<file path="config.mk">
export PLATFORM = sky130hd
export DESIGN_NAME = mem_port_arbiter
export DESIGN_NICKNAME = d
export VERILOG_FILES = /design/src/rtl/mem_port_arbiter.sv
export SDC_FILE = /design/constraint.sdc
export NUM_CORES = 1
export LEC_CHECK = 0
export CAP_MARGIN = 5
export CELL_PAD_IN_SITES_DETAIL_PLACEMENT = 1
export CELL_PAD_IN_SITES_GLOBAL_PLACEMENT = 2
export CORE_UTILIZATION = 24
export DETAILED_ROUTE_END_ITERATION = 8
export GPL_TIMING_DRIVEN = 1
export PLACE_DENSITY_LB_ADDON = 0.1
export SYNTH_ARGS = -nofsm -noshare
export SYNTH_HDL_FRONTEND = slang
export SYNTH_SLANG_ARGS = --single-unit
</file>
<file path="constraint.sdc">
create_clock -name clk -period 1.6 [get_ports clk]
set_input_delay 0.32 -clock clk [delete_from_list [all_inputs] [get_ports clk]]
set_output_delay 0.32 -clock clk [all_outputs]
set_load 0.1 [all_outputs]
</file>
<file path="src/rtl/mem_port_arbiter.sv">
// mem_port_arbiter
//   Shares one single-ported unified memory between the IF-stage instruction
//   fetch and the MEM-stage load/store. Each granted access is carried over a
//   variable-latency req/ready handshake. Read data is returned in registers
//   together with a one-cycle ack to the stage that owned the access.
//
// Ports
//   clk, reset            rising-edge clock, asynchronous active-low reset
//   if_req/if_addr        fetch request (level, held until if_ack) and PC
//   if_flush              branch taken: discard the pending or in-flight fetch
//   if_rdata/if_ack       fetched instruction, valid during the one-cycle ack
//   d_req/d_we/d_addr     data request (level, held until d_ack), store flag,
//   d_wdata               address and store data
//   d_rdata/d_ack         load data (zero for stores), one-cycle ack
//   mem_req/mem_we        memory request, held until mem_ready; write enable
//   mem_addr/mem_wdata    address and write data latched at grant
//   mem_rdata/mem_ready   memory read data and completion strobe
//   stall_if/stall_mem    combinational stall for each pipeline stage
//   bus_err               sticky: some access timed out, cleared by reset only
module mem_port_arbiter #(
  parameter int ADDR_W     = 32,
  parameter int DATA_W     = 32,
  parameter int STARVE_MAX = 4,
  parameter int TIMEOUT    = 15
) (
  input  logic              clk,
  input  logic              reset,
  input  logic              if_req,
  input  logic [ADDR_W-1:0] if_addr,
  input  logic              if_flush,
  output logic [DATA_W-1:0] if_rdata,
  output logic              if_ack,
  input  logic              d_req,
  input  logic              d_we,
  input  logic [ADDR_W-1:0] d_addr,
  input  logic [DATA_W-1:0] d_wdata,
  output logic [DATA_W-1:0] d_rdata,
  output logic              d_ack,
  output logic              mem_req,
  output logic              mem_we,
  output logic [ADDR_W-1:0] mem_addr,
  output logic [DATA_W-1:0] mem_wdata,
  input  logic [DATA_W-1:0] mem_rdata,
  input  logic              mem_ready,
  output logic              stall_if,
  output logic              stall_mem,
  output logic              bus_err
);

  localparam logic [1:0] IDLE = 2'd0;
  localparam logic [1:0] BUSY = 2'd1;
  localparam logic [1:0] RESP = 2'd2;

  localparam int SC_W = $clog2(STARVE_MAX + 1);
  localparam int WC_W = $clog2(TIMEOUT + 1);
  localparam logic [SC_W-1:0] STARVE_LIM = SC_W'(STARVE_MAX);
  localparam logic [WC_W-1:0] WAIT_LAST  = WC_W'(TIMEOUT - 1);

  logic [1:0]      state;
  logic            owner;       // 0 = fetch owns the access, 1 = data
  logic            drop;        // fetch was flushed while in flight
  logic [SC_W-1:0] starve_cnt;
  logic [WC_W-1:0] wait_cnt;

  logic grant_d;
  logic grant_if;
  logic timeout;
  logic drop_now;

  // Grant and completion decisions. Data wins a tie because it belongs to
  // the older instruction, unless the fetch has already lost too many times
  // in a row. drop_now also honours a flush arriving on the completing edge.
  always_comb begin
    grant_d  = d_req & ((starve_cnt < STARVE_LIM) | ~if_req);
    grant_if = ~grant_d & if_req & ~if_flush;
    timeout  = ~mem_ready & (wait_cnt == WAIT_LAST);
    drop_now = drop | (if_flush & ~owner);
  end

  assign stall_if  = if_req & ~if_ack;
  assign stall_mem = d_req & ~d_ack;

  // Access sequencer: IDLE grants and latches the request, BUSY holds
  // mem_req until ready or timeout, RESP presents the one-cycle ack.
  // A timed-out access still acks (with zero data) so the pipeline moves on.
  always_ff @(posedge clk or negedge reset) begin
    if (!reset) begin
      state      <= IDLE;
      owner      <= 1'b0;
      drop       <= 1'b0;
      starve_cnt <= '0;
      wait_cnt   <= '0;
      mem_req    <= 1'b0;
      mem_we     <= 1'b0;
      mem_addr   <= '0;
      mem_wdata  <= '0;
      if_rdata   <= '0;
      d_rdata    <= '0;
      if_ack     <= 1'b0;
      d_ack      <= 1'b0;
      bus_err    <= 1'b0;
    end else begin
      if_ack <= 1'b0;
      d_ack  <= 1'b0;
      if (!if_req) begin
        starve_cnt <= '0;
      end
      case (state)
        IDLE: begin
          drop     <= 1'b0;
          wait_cnt <= '0;
          if (grant_d) begin
            owner     <= 1'b1;
            mem_req   <= 1'b1;
            mem_we    <= d_we;
            mem_addr  <= d_addr;
            mem_wdata <= d_wdata;
            state     <= BUSY;
            if (if_req && (starve_cnt != STARVE_LIM)) begin
              starve_cnt <= starve_cnt + SC_W'(1);
            end
          end else if (grant_if) begin
            owner      <= 1'b0;
            mem_req    <= 1'b1;
            mem_we     <= 1'b0;
            mem_addr   <= if_addr;
            state      <= BUSY;
            starve_cnt <= '0;
          end
        end
        BUSY: begin
          if (!owner && if_flush) begin
            drop <= 1'b1;
          end
          if (mem_ready || timeout) begin
            mem_req <= 1'b0;
            state   <= RESP;
            if (!mem_ready) begin
              bus_err <= 1'b1;
            end
            if (owner) begin
              d_ack   <= 1'b1;
              d_rdata <= (mem_ready && !mem_we) ? mem_rdata : '0;
            end else if (!drop_now) begin
              if_ack   <= 1'b1;
              if_rdata <= mem_ready ? mem_rdata : '0;
            end
          end else begin
            wait_cnt <= wait_cnt + WC_W'(1);
          end
        end
        RESP: begin
          if (!owner && if_flush) begin
            drop <= 1'b1;
          end
          state <= IDLE;
        end
        default: begin
          state <= IDLE;
        end
      endcase
    end
  end

endmodule

</file>
==> flow_results.org <==
** Status
- Run status :: complete, but fails checks
- The checks that failed: negative setup slack.

** Synthesis
- Ranked by total cell area, the synthesized netlist is headed by sky130_fd_sc_hd__dfrtp_1 (55%), sky130_fd_sc_hd__mux2_2 (12%), sky130_fd_sc_hd__mux2_4 (6.2%), sky130_fd_sc_hd__a21bo_2 (5.0%), sky130_fd_sc_hd__mux2i_1 (5.0%).
- During synthesis, Yosys emitted a total of 0 warnings.
- Register area share after synthesis :: 54.87%
- Number of flops mapped to enable cells by yosys :: 0
- After synthesis the netlist holds a flip-flop and latch count of 144.
- Cell taking the most area after synthesis :: sky130_fd_sc_hd__dfrtp_1
- A synthesized cell averages 13.03 sq um.
- Counting instances in the post-synthesis netlist gives the leading cell types as sky130_fd_sc_hd__dfrtp_1 (144), sky130_fd_sc_hd__mux2_2 (69), sky130_fd_sc_hd__inv_1 (42), sky130_fd_sc_hd__nand2_1 (35).
- By instance count, the leading cell after synthesis is sky130_fd_sc_hd__dfrtp_1.
- Counting every net in the synthesized netlist gives 645.
- Among all flip-flop cells after synthesis, the most frequent one is sky130_fd_sc_hd__dfrtp_1.
- Summed over its instances, the top area cell type makes up 54.87% of the synthesized netlist area.
- Fraction of synthesis flops using an asynchronous set or reset pin :: between 90% and 100%
- The cell count after synthesis came out at between 500 and 600.
- The cell area that synthesis handed to floorplanning was 6568 sq um.
- After synthesis, the netlist uses 41 different library cells.

** Die
- Core region area :: 26880 sq um
- FP Rows :: 60
- 270 I/O pins were placed.
- Measured along the x axis, the die boundary spans 167.4 microns.
- Floorplan die height :: 167.4 microns
- The initial utilization of the core area, before any placement, comes to 24.44%.
- The die covers 28030 sq um.

** Global routing
- Entering global routing, the biggest net connects 38 pins.
- The number of global-route vias before repair came to slightly below 6000.
- Global-route wire length before repair :: 36110 microns
- Number of antenna violations at the first check in global routing :: 4
- Overall track demand over capacity in global routing :: 17.15%
- For this run the aggregate overflow at the end of global routing stands at 0.

** STA
- Skew final :: 0.01155 ns
- Setup violations remaining at the end of the flow were counted as 15.
- Static timing analysis puts the maximum clock frequency at 606.4 MHz.
- Time the worst path needs with I/O delays and setup :: roughly 1.6 ns
- Fin crit share :: 103.1%
- In the post-route analysis, the smallest setup slack over all paths is -0.04919 ns.
- The worst pin sits at a relative slew slack of about three quarters.
- Slew of the pin with the lowest slew margin :: slightly below 0.4 ns
- Slew Limit Fails :: 0
- RSZ-0062 raised after global routing :: yes
- Final count of hold timing violations :: 0

** Setup path
- Traced cell by cell, the critical path runs through a21bo_2 > a21oi_4 > buf_12 > clkbuf_16 > mux2_2.
- On the critical path, the stage with the largest delay is an instance of sky130_fd_sc_hd__dfrtp_1.
- Endpoint class of the critical path :: register
- Maximum fanout encountered on the critical timing path :: 7
- Among cell families on the critical path, the largest total delay comes from compound AO/OA/AOI/OAI gates.
- Data arrival time at the worst-slack endpoint :: 1.95 ns
- In this design, the stage delay of the slowest critical-path cell is around 0.42 ns.
- Required time at the worst-slack endpoint :: 1.90 ns
- Kind of critical path :: reg -> reg
- STA classifies the critical path startpoint as a register.
- Critical path buffer and inverter count :: 2

** Finish
- Final Instance Area :: 12620 sq um
- Fill cell instance count of the final layout :: 2680
- At the end of the flow, the number of nets in the layout was between 900 and 1000.
- Area Growth Syn to Fin :: 92.23%
- For this run, the number of standard cells in the final layout without fillers is approximately 1200.
- Share of final-layout standard cells stronger than drive strength 1 :: ~46%

** Route
- Vias per cell :: between 4 and 5
- The final route contains 5269 vias.
- DRC errors left :: 0
- For this run, the detailed router's first-pass iteration total came to 5.
- Routed wire length :: about 24000 microns
- WL per Instance :: a little over 20 microns
- The detail route stage leaves a number of antenna-violating nets equal to 0.
- For this block, the initial DRC count from the detailed router was 217.

** Placement
- Pre-CTS setup slack :: -0.5274 ns
- Placed cell area :: 11300 sq um
- Once detailed placement completed, the half-perimeter wirelength came to ~17000 microns.
- Routability-driven placement finished with a final weighted congestion of 0.7775.
- In this run the tool buffered the top-level ports with ~270 buffer cells.
- The number of placed instances, taps included, is roughly 1100.

** CTS
- The clock passes through at most 2 buffers.
- Counting the buffers created by CTS gives 17.
- Clock tree synthesis found a total of 144 sinks.
- In this run the clock root is driven by a sky130_fd_sc_hd__clkbuf_16.
- The H-tree generated during clock tree synthesis spans 4 levels.
- TritonCTS clock tree :: done
- Clock-pin slew was measured on the worst setup and hold paths at approximately 0.07 ns.
- The clock reaches the later pin of the worst-skew pair after 0.42 ns.

** Flow run
- The tool flagged a number of max-cap violations equal to 0.

** Min path
- The min-delay analysis places its worst path in the category in -> async.
-- metal layers --
| layer | track usage (%) | share of wire (%) | up-vias |
|---|---|---|---|
| li1 | - | - | 2413 |
| met1 | 21.28 | 43 | 2639 |
| met2 | 27.54 | 48 | 204 |
| met3 | 7.658 | 9.3 | 13 |
| met4 | 3.231 | 0.61 | 0 |
| met5 | 0 | 0 | - |
-- per-stage QoR --
step / utilization, % / TNS (ns) / hold slack (ns)
3_5_place_dp: 42.06 / -41.95 / 0.2182
4_1_cts: 45.99 / -1.186 / 0.3272
5_1_grt: 46.94 / -2.042 / 0.3579
6_report: 46.97 / -0.2005 / 0.3354
3_3_place_gp: 42.06 / -40.12 / 0.2141
2_1_floorplan: - / -1.200 / 0.02441
-- worst paths after layout --
check,startpoint,end,cells after the start,slack [ns]
worst min register to register,bus_err$_DFFE_PN0P_,bus_err$_DFFE_PN0P_,1,0.52
min in group clk,if_req,starve_cnt[1]$_DFF_PN0_,3,0.43
max in group asynchronous,reset,mem_we$_DFFE_PN0P_,3,0.75
worst max-delay path,starve_cnt[2]$_DFF_PN0_,mem_addr[4]$_DFFE_PN0P_,5,-0.05
worst max register to register,starve_cnt[2]$_DFF_PN0_,mem_addr[4]$_DFFE_PN0P_,5,-0.05
worst min-delay path,reset,d_rdata[15]$_DFFE_PN0P_,2,0.34
-- kinds of logic after synthesis --
group,synth area share [%]
buffers and inverters,5.372
DFF,54.87
muxes,23.03
adders and majority gates,1.143
AOI/OAI and AO/OA,8.555
and+or+nand+nor,7.030
-- cells in the final DEF (no fill, tap or decap), types with 3 or more instances in the layout --
cell / synthesis / routed
sky130_fd_sc_hd__buf_12: 0 / 148
sky130_fd_sc_hd__dfrtp_1: 144 / 141
sky130_fd_sc_hd__clkdlybuf4s50_1: 0 / 130
sky130_fd_sc_hd__mux2_4: 27 / 55
sky130_fd_sc_hd__mux2_2: 69 / 41
sky130_fd_sc_hd__inv_1: 42 / 39
sky130_fd_sc_hd__nand2_1: 35 / 34
sky130_fd_sc_hd__a21bo_2: 33 / 33
sky130_fd_sc_hd__nand4_1: 32 / 32
sky130_fd_sc_hd__buf_4: 9 / 32
sky130_fd_sc_hd__mux2i_1: 33 / 29
sky130_fd_sc_hd__clkbuf_16: 0 / 21
sky130_fd_sc_hd__buf_16: 0 / 8
sky130_fd_sc_hd__o21ai_0: 6 / 6
sky130_fd_sc_hd__diode_2: 0 / 5
sky130_fd_sc_hd__o211ai_1: 5 / 5
sky130_fd_sc_hd__nand3_1: 5 / 5
sky130_fd_sc_hd__inv_6: 0 / 5
sky130_fd_sc_hd__buf_6: 4 / 5
sky130_fd_sc_hd__nand2b_1: 4 / 4
sky130_fd_sc_hd__bufinv_16: 0 / 4
sky130_fd_sc_hd__inv_2: 0 / 3
sky130_fd_sc_hd__nor2b_1: 6 / 3
sky130_fd_sc_hd__mux2i_2: 0 / 3
sky130_fd_sc_hd__ha_1: 6 / 3
sky130_fd_sc_hd__dfrtp_2: 0 / 3
-- area by class of cell --
class                      instances  area [sq um]  area share (%)
antenna                            5         12.51         0.09911
clock buffer                      19         442.9           3.508
clock inverter                    13         197.7           1.566
inverter                          42         157.7           1.249
multi-input combinational        285          2851           22.59
sequential                       144          3607           28.57
tap                              341         426.7           3.380
timing repair buffer             332          4928           39.04
-- flip-flops by register name (all words and copies together) (netlist names), 2 cells and up --
| name | cells |
|---|---|
| d_rdata | 32 |
| if_rdata | 32 |
| mem_addr | 32 |
| mem_wdata | 32 |
| wait_cnt | 4 |
| starve_cnt | 3 |
| state | 2 |
-- timing repair --
action | in CTS | in global routing
gates cloned | 8 | 4
endpoints found under the setup margin | 85 | 76
resized for setup | 29 | 33
pin swaps | 1 | 3
hold endpoints to repair | 20 | 0
setup buffers | 9 | 6
hold buffers | 1 | 0
Power is left out: the tool's default activity adds up to more than one toggle a clock period on the data nets, which glitch-free logic cannot reach.
==> variant 1 (config.mk and constraints unchanged) <==
Make the reset (`reset`) synchronous in one clocked block. Comments in the files are not updated.
--- a/src/rtl/mem_port_arbiter.sv
+++ b/src/rtl/mem_port_arbiter.sv
@@ -85,3 +85,3 @@
   // A timed-out access still acks (with zero data) so the pipeline moves on.
-  always_ff @(posedge clk or negedge reset) begin
+  always_ff @(posedge clk) begin
     if (!reset) begin
Check against the original RTL: differs if reset is asserted again (counterexample within 4 cycles, from zero or initial values and one cycle with reset low); with reset held inactive, the same outputs for 4 cycles.
==> variant 1 against the unedited design <==
Core utilization fell by 2.1 points. Setup slack gained 0.090 ns. Synthesized area decreased by 5.1%. Sequential cell count is the same. Routed wire length decreased by 0.89%. Non-clock buffer count is 28 lower. Design area shrank 10%. Register-to-register slack gained 0.12 ns.
==> variant 1: results (changes against the unedited design) <==
{
  "synth_seq_area_share": {"value": 46.2, "unit": "%", "change": "was 54.9%"},
  "multi_input_area_share": {"value": 26.1, "unit": "%", "change": "was 22.6%"},
  "dp_hpwl": {"value": 17100, "unit": "um", "change": "was 16500 um"},
  "yosys-top-cells-count": {"value": "sky130_fd_sc_hd__nand2_1 (164), sky130_fd_sc_hd__dfxtp_1 (144), sky130_fd_sc_hd__nand3_1 (68)", "change": "was sky130_fd_sc_hd__dfrtp_1 (144), sky130_fd_sc_hd__mux2_2 (69), sky130_fd_sc_hd__inv_1 (42)"},
  "inv_count": {"value": 9, "change": "was 42"},
  "synthArstFlopShare": {"value": 0, "unit": "%", "change": "was 100%"},
  "synth.mux.area_fraction": {"value": 10.3, "unit": "%", "change": "was 23.0%"},
  "clock_area_share": {"value": 5.08, "unit": "%", "change": "was 5.07%"},
  "holdWs": {"value": 0.234, "unit": "ns", "change": "was 0.335 ns"},
  "syn-num-nets": {"value": 854, "change": "was 645"},
  "worst_r2r_startpoint": {"value": "state[1]", "change": "was starve_cnt[2]"},
  "global_route_total_usage_across_every_layer": {"value": 18.2, "unit": "%", "change": "was 17.1%"},
  "antenna_found_initial": {"value": 0, "change": "was 4"},
  "area_share_nonclk_buffers": {"value": 39.4, "unit": "%", "change": "was 39.0%"},
  "detail_route.iter0.violations": {"value": 409, "change": "was 217"},
  "post_synthesis_adder_cell_area_fraction": {"value": 1.20, "unit": "%", "change": "was 1.14%"},
  "fin_skew": {"value": 0.0126, "unit": "ns", "change": "was 0.0116 ns"},
  "detailedRoute.firstPassIterationCount": {"value": 4, "change": "was 5"},
  "layoutNonFillerInstCount": {"value": 1305, "change": "was 1181"},
  "final_cell_area": {"value": 11400, "unit": "um^2", "change": "was 12600 um^2"},
  "worstPathRequired": {"value": 1.28, "unit": "ns", "change": "was 1.90 ns"},
  "run_status": {"value": "completed", "change": "was finished with violations"},
  "finalWeightedCongestion": {"value": 0.781, "change": "was 0.778"},
  "pre_cts_worst_setup_slack": {"value": -0.435, "unit": "ns", "change": "was -0.527 ns"},
  "rr_endpoint": {"value": "mem_req", "change": "was mem_addr[4]"},
  "fmax": {"value": 0.641, "unit": "GHz", "change": "was 0.606 GHz"},
  "diode_insertion_count_for_antenna_repair": {"value": 0, "change": "was 5"}
}
==> variant 1: cell count changes after synthesis, moves of 28 or more <==
cell,unedited run,this run
sky130_fd_sc_hd__a311oi_1,0,30
sky130_fd_sc_hd__dfxtp_1,0,144
sky130_fd_sc_hd__nand3_1,5,68
sky130_fd_sc_hd__dfrtp_1,144,0
sky130_fd_sc_hd__o21ai_0,6,34
sky130_fd_sc_hd__nand2_1,35,164
sky130_fd_sc_hd__a211oi_1,0,32
sky130_fd_sc_hd__nand4_1,32,1
sky130_fd_sc_hd__a21oi_1,2,43
sky130_fd_sc_hd__a21bo_2,33,0
sky130_fd_sc_hd__mux2i_1,33,64
sky130_fd_sc_hd__mux2_2,69,0
sky130_fd_sc_hd__inv_1,42,8
==> variant 1: metal layers <==
metal	vias to the layer above	global-route usage, %	routed length [um]
li1	3014	-	-
met1	3057	20.6	9650
met2	184	31.5	11900
met3	25	6.15	1910
met4	0	6.46	431
met5	-	0	0
==> variant 2 (same flow settings) <==
Without the edit above. The parameter `STARVE_MAX` goes from 4 to 2.
--- a/src/rtl/mem_port_arbiter.sv
+++ b/src/rtl/mem_port_arbiter.sv
@@ -22,3 +22,3 @@
   parameter int DATA_W     = 32,
-  parameter int STARVE_MAX = 4,
+  parameter int STARVE_MAX = 2,
   parameter int TIMEOUT    = 15
Function: changed (a bounded check fails within 10 cycles, from zero or initial values and one cycle with reset low).
==> variant 2 against the unedited design <==
The run still ends with setup timing left. Routed wire length decreased by 6.6%. Non-clock buffer count shrank 8. Design area is 2.3% lower. Sequential cell count down 1. Via count down 1.7%. Largest cell class unchanged. Synthesized area increased by 0.69%. Count of clock-buffer cells in the layout unchanged. Highest routed layer unchanged. Hold slack better by 0.061 ns. Setup slack lost 0.0014 ns. Sequential share of layout area rose by 0.46 points. Global-route usage shrank 1.3 points.
Power is left out: the tool's default activity adds up to more than one toggle a clock period on the data nets, which glitch-free logic cannot reach.
==> variant 2: results (changes against the unedited design) <==
{
  "first_pass_grt_wire_length": {"value": 34500, "unit": "um", "change": "was 36100 um"},
  "category_of_cells_accounting_for_the_largest_share_of_critical_path_delay": {"value": "buffers and inverters", "change": "was compound AO/OA/AOI/OAI gates"},
  "synth_seq_area_share": {"value": 54.1, "unit": "%", "change": "was 54.9%"},
  "placed_cell_area": {"value": 11300, "unit": "um^2", "change": "about the same"},
  "yosys-top-cells-count": {"value": "sky130_fd_sc_hd__dfrtp_1 (143), sky130_fd_sc_hd__mux2_4 (56), sky130_fd_sc_hd__inv_1 (41)", "change": "was sky130_fd_sc_hd__dfrtp_1 (144), sky130_fd_sc_hd__mux2_2 (69), sky130_fd_sc_hd__inv_1 (42)"},
  "detail_route.iter0.violations": {"value": 193, "change": "was 217"},
  "run_status": {"value": "finished with violations", "change": "unchanged"},
  "totalNegativeSetupSlack": {"value": -1.04, "unit": "ns", "change": "was -0.201 ns"},
  "num-nets-final": {"value": 946, "change": "was 963"},
  "share_of_final_layout_standard_cells_stronger_than_drive_strength_1": {"value": 45.5, "unit": "%", "change": "was 46.1%"},
  "worst_r2r_startpoint": {"value": "wait_cnt[0]", "change": "was starve_cnt[2]"},
  "synth-compound-area-share": {"value": 8.27, "unit": "%", "change": "was 8.55%"},
  "fin_ws": {"value": -0.0506, "unit": "ns", "change": "was -0.0492 ns"},
  "global_route_total_usage_across_every_layer": {"value": 15.9, "unit": "%", "change": "was 17.1%"},
  "cp_max_fo": {"value": 33, "change": "was 7"},
  "wirelength_per_cell": {"value": 19.4, "unit": "um", "change": "was 20.4 um"},
  "grt_pass1_vias": {"value": 5810, "change": "was 5881"},
  "post_synthesis_adder_cell_area_fraction": {"value": 0.946, "unit": "%", "change": "was 1.14%"},
  "syn-num-nets": {"value": 634, "change": "was 645"},
  "holdWs": {"value": 0.397, "unit": "ns", "change": "was 0.335 ns"},
  "grt_start_max_net_pins": {"value": 44, "change": "was 38"},
  "setup_viol_count_final": {"value": 57, "change": "was 15"},
  "synth.mux.area_fraction": {"value": 24.5, "unit": "%", "change": "was 23.0%"},
  "detailedRoute.firstPassIterationCount": {"value": 4, "change": "was 5"},
  "synth.lib_cells_used.distinct": {"value": 42, "change": "was 41"},
  "diode_insertion_count_for_antenna_repair": {"value": 0, "change": "was 5"},
  "crit_path_capture": {"value": "if_rdata[22]", "change": "was mem_addr[4]"},
  "failed_checks": {"value": "setup timing", "change": "unchanged"},
  "dp_hpwl": {"value": 15500, "unit": "um", "change": "was 16500 um"}
}
==> variant 2: cell types whose count changed after synthesis, moves of 2 or more <==
cell / before / now
sky130_fd_sc_hd__a21oi_1: 2 / 4
sky130_fd_sc_hd__mux2_1: 0 / 5
sky130_fd_sc_hd__buf_4: 9 / 0
sky130_fd_sc_hd__mux2_4: 27 / 56
sky130_fd_sc_hd__nor2b_1: 6 / 4
sky130_fd_sc_hd__buf_2: 5 / 9
sky130_fd_sc_hd__o211ai_1: 5 / 2
sky130_fd_sc_hd__mux2_2: 69 / 35
sky130_fd_sc_hd__buf_6: 4 / 9
sky130_fd_sc_hd__nand2b_1: 4 / 2
sky130_fd_sc_hd__clkbuf_1: 14 / 12
==> variant 2: timing repair <==
action	in CTS	in global routing
pin swaps	2	5
cloned	1	8
setup buffers	3	8
endpoints found under the setup margin	47	85
hold buffers	1	0
endpoints found under the hold margin	33	0
gates resized for setup	9	26
==> variant 2: cells by family (layout without fill, tap and decap cells) <==
| logic type | after synthesis | after routing |
|---|---|---|
| adders and majority gates | 5 | 5 |
| DFF | 143 | 143 |
| muxes | 129 | 129 |
| and+or+nand+nor | 86 | 86 |
| buffers and inverters | 72 | 397 |
| AOI/OAI and AO/OA | 59 | 59 |
==> variant 2: routing by layer <==
layer	GRT usage, %	wire length, um	vias to the layer above
met5	0	0	-
met4	4.51	350	0
met3	5.12	1420	17
met2	26.8	11200	169
met1	19.3	9530	2650
li1	-	-	2346
==> variant 2: worst min-delay path by stage <==
stage | to | cells after the start
after global routing | mem_addr[25] | 2
after global placement | mem_addr[17] | 1
final | mem_addr[17] | 2
after detailed placement | mem_addr[25] | 1
after CTS | mem_addr[25] | 2
after floorplan | bus_err | 0
==> variant 2: metrics by stage <==
| stage | util, % | std cells |
|---|---|---|
| floorplan | - | 494 |
| global placement | 41.9 | 1108 |
| detailed placement | 41.9 | 1108 |
| CTS | 44.4 | 1145 |
| global route | 45.7 | 1160 |
| finish | 45.7 | 1160 |
==> variant 2: final cells by class <==
type / count / area (um^2)
clock inverter: 13 / 155
tap: 341 / 427
multi-input combinational: 279 / 2800
sequential: 143 / 3580
inverter: 41 / 154
timing repair buffer: 324 / 4780
clock buffer: 19 / 443
fill: 2682 / 14700
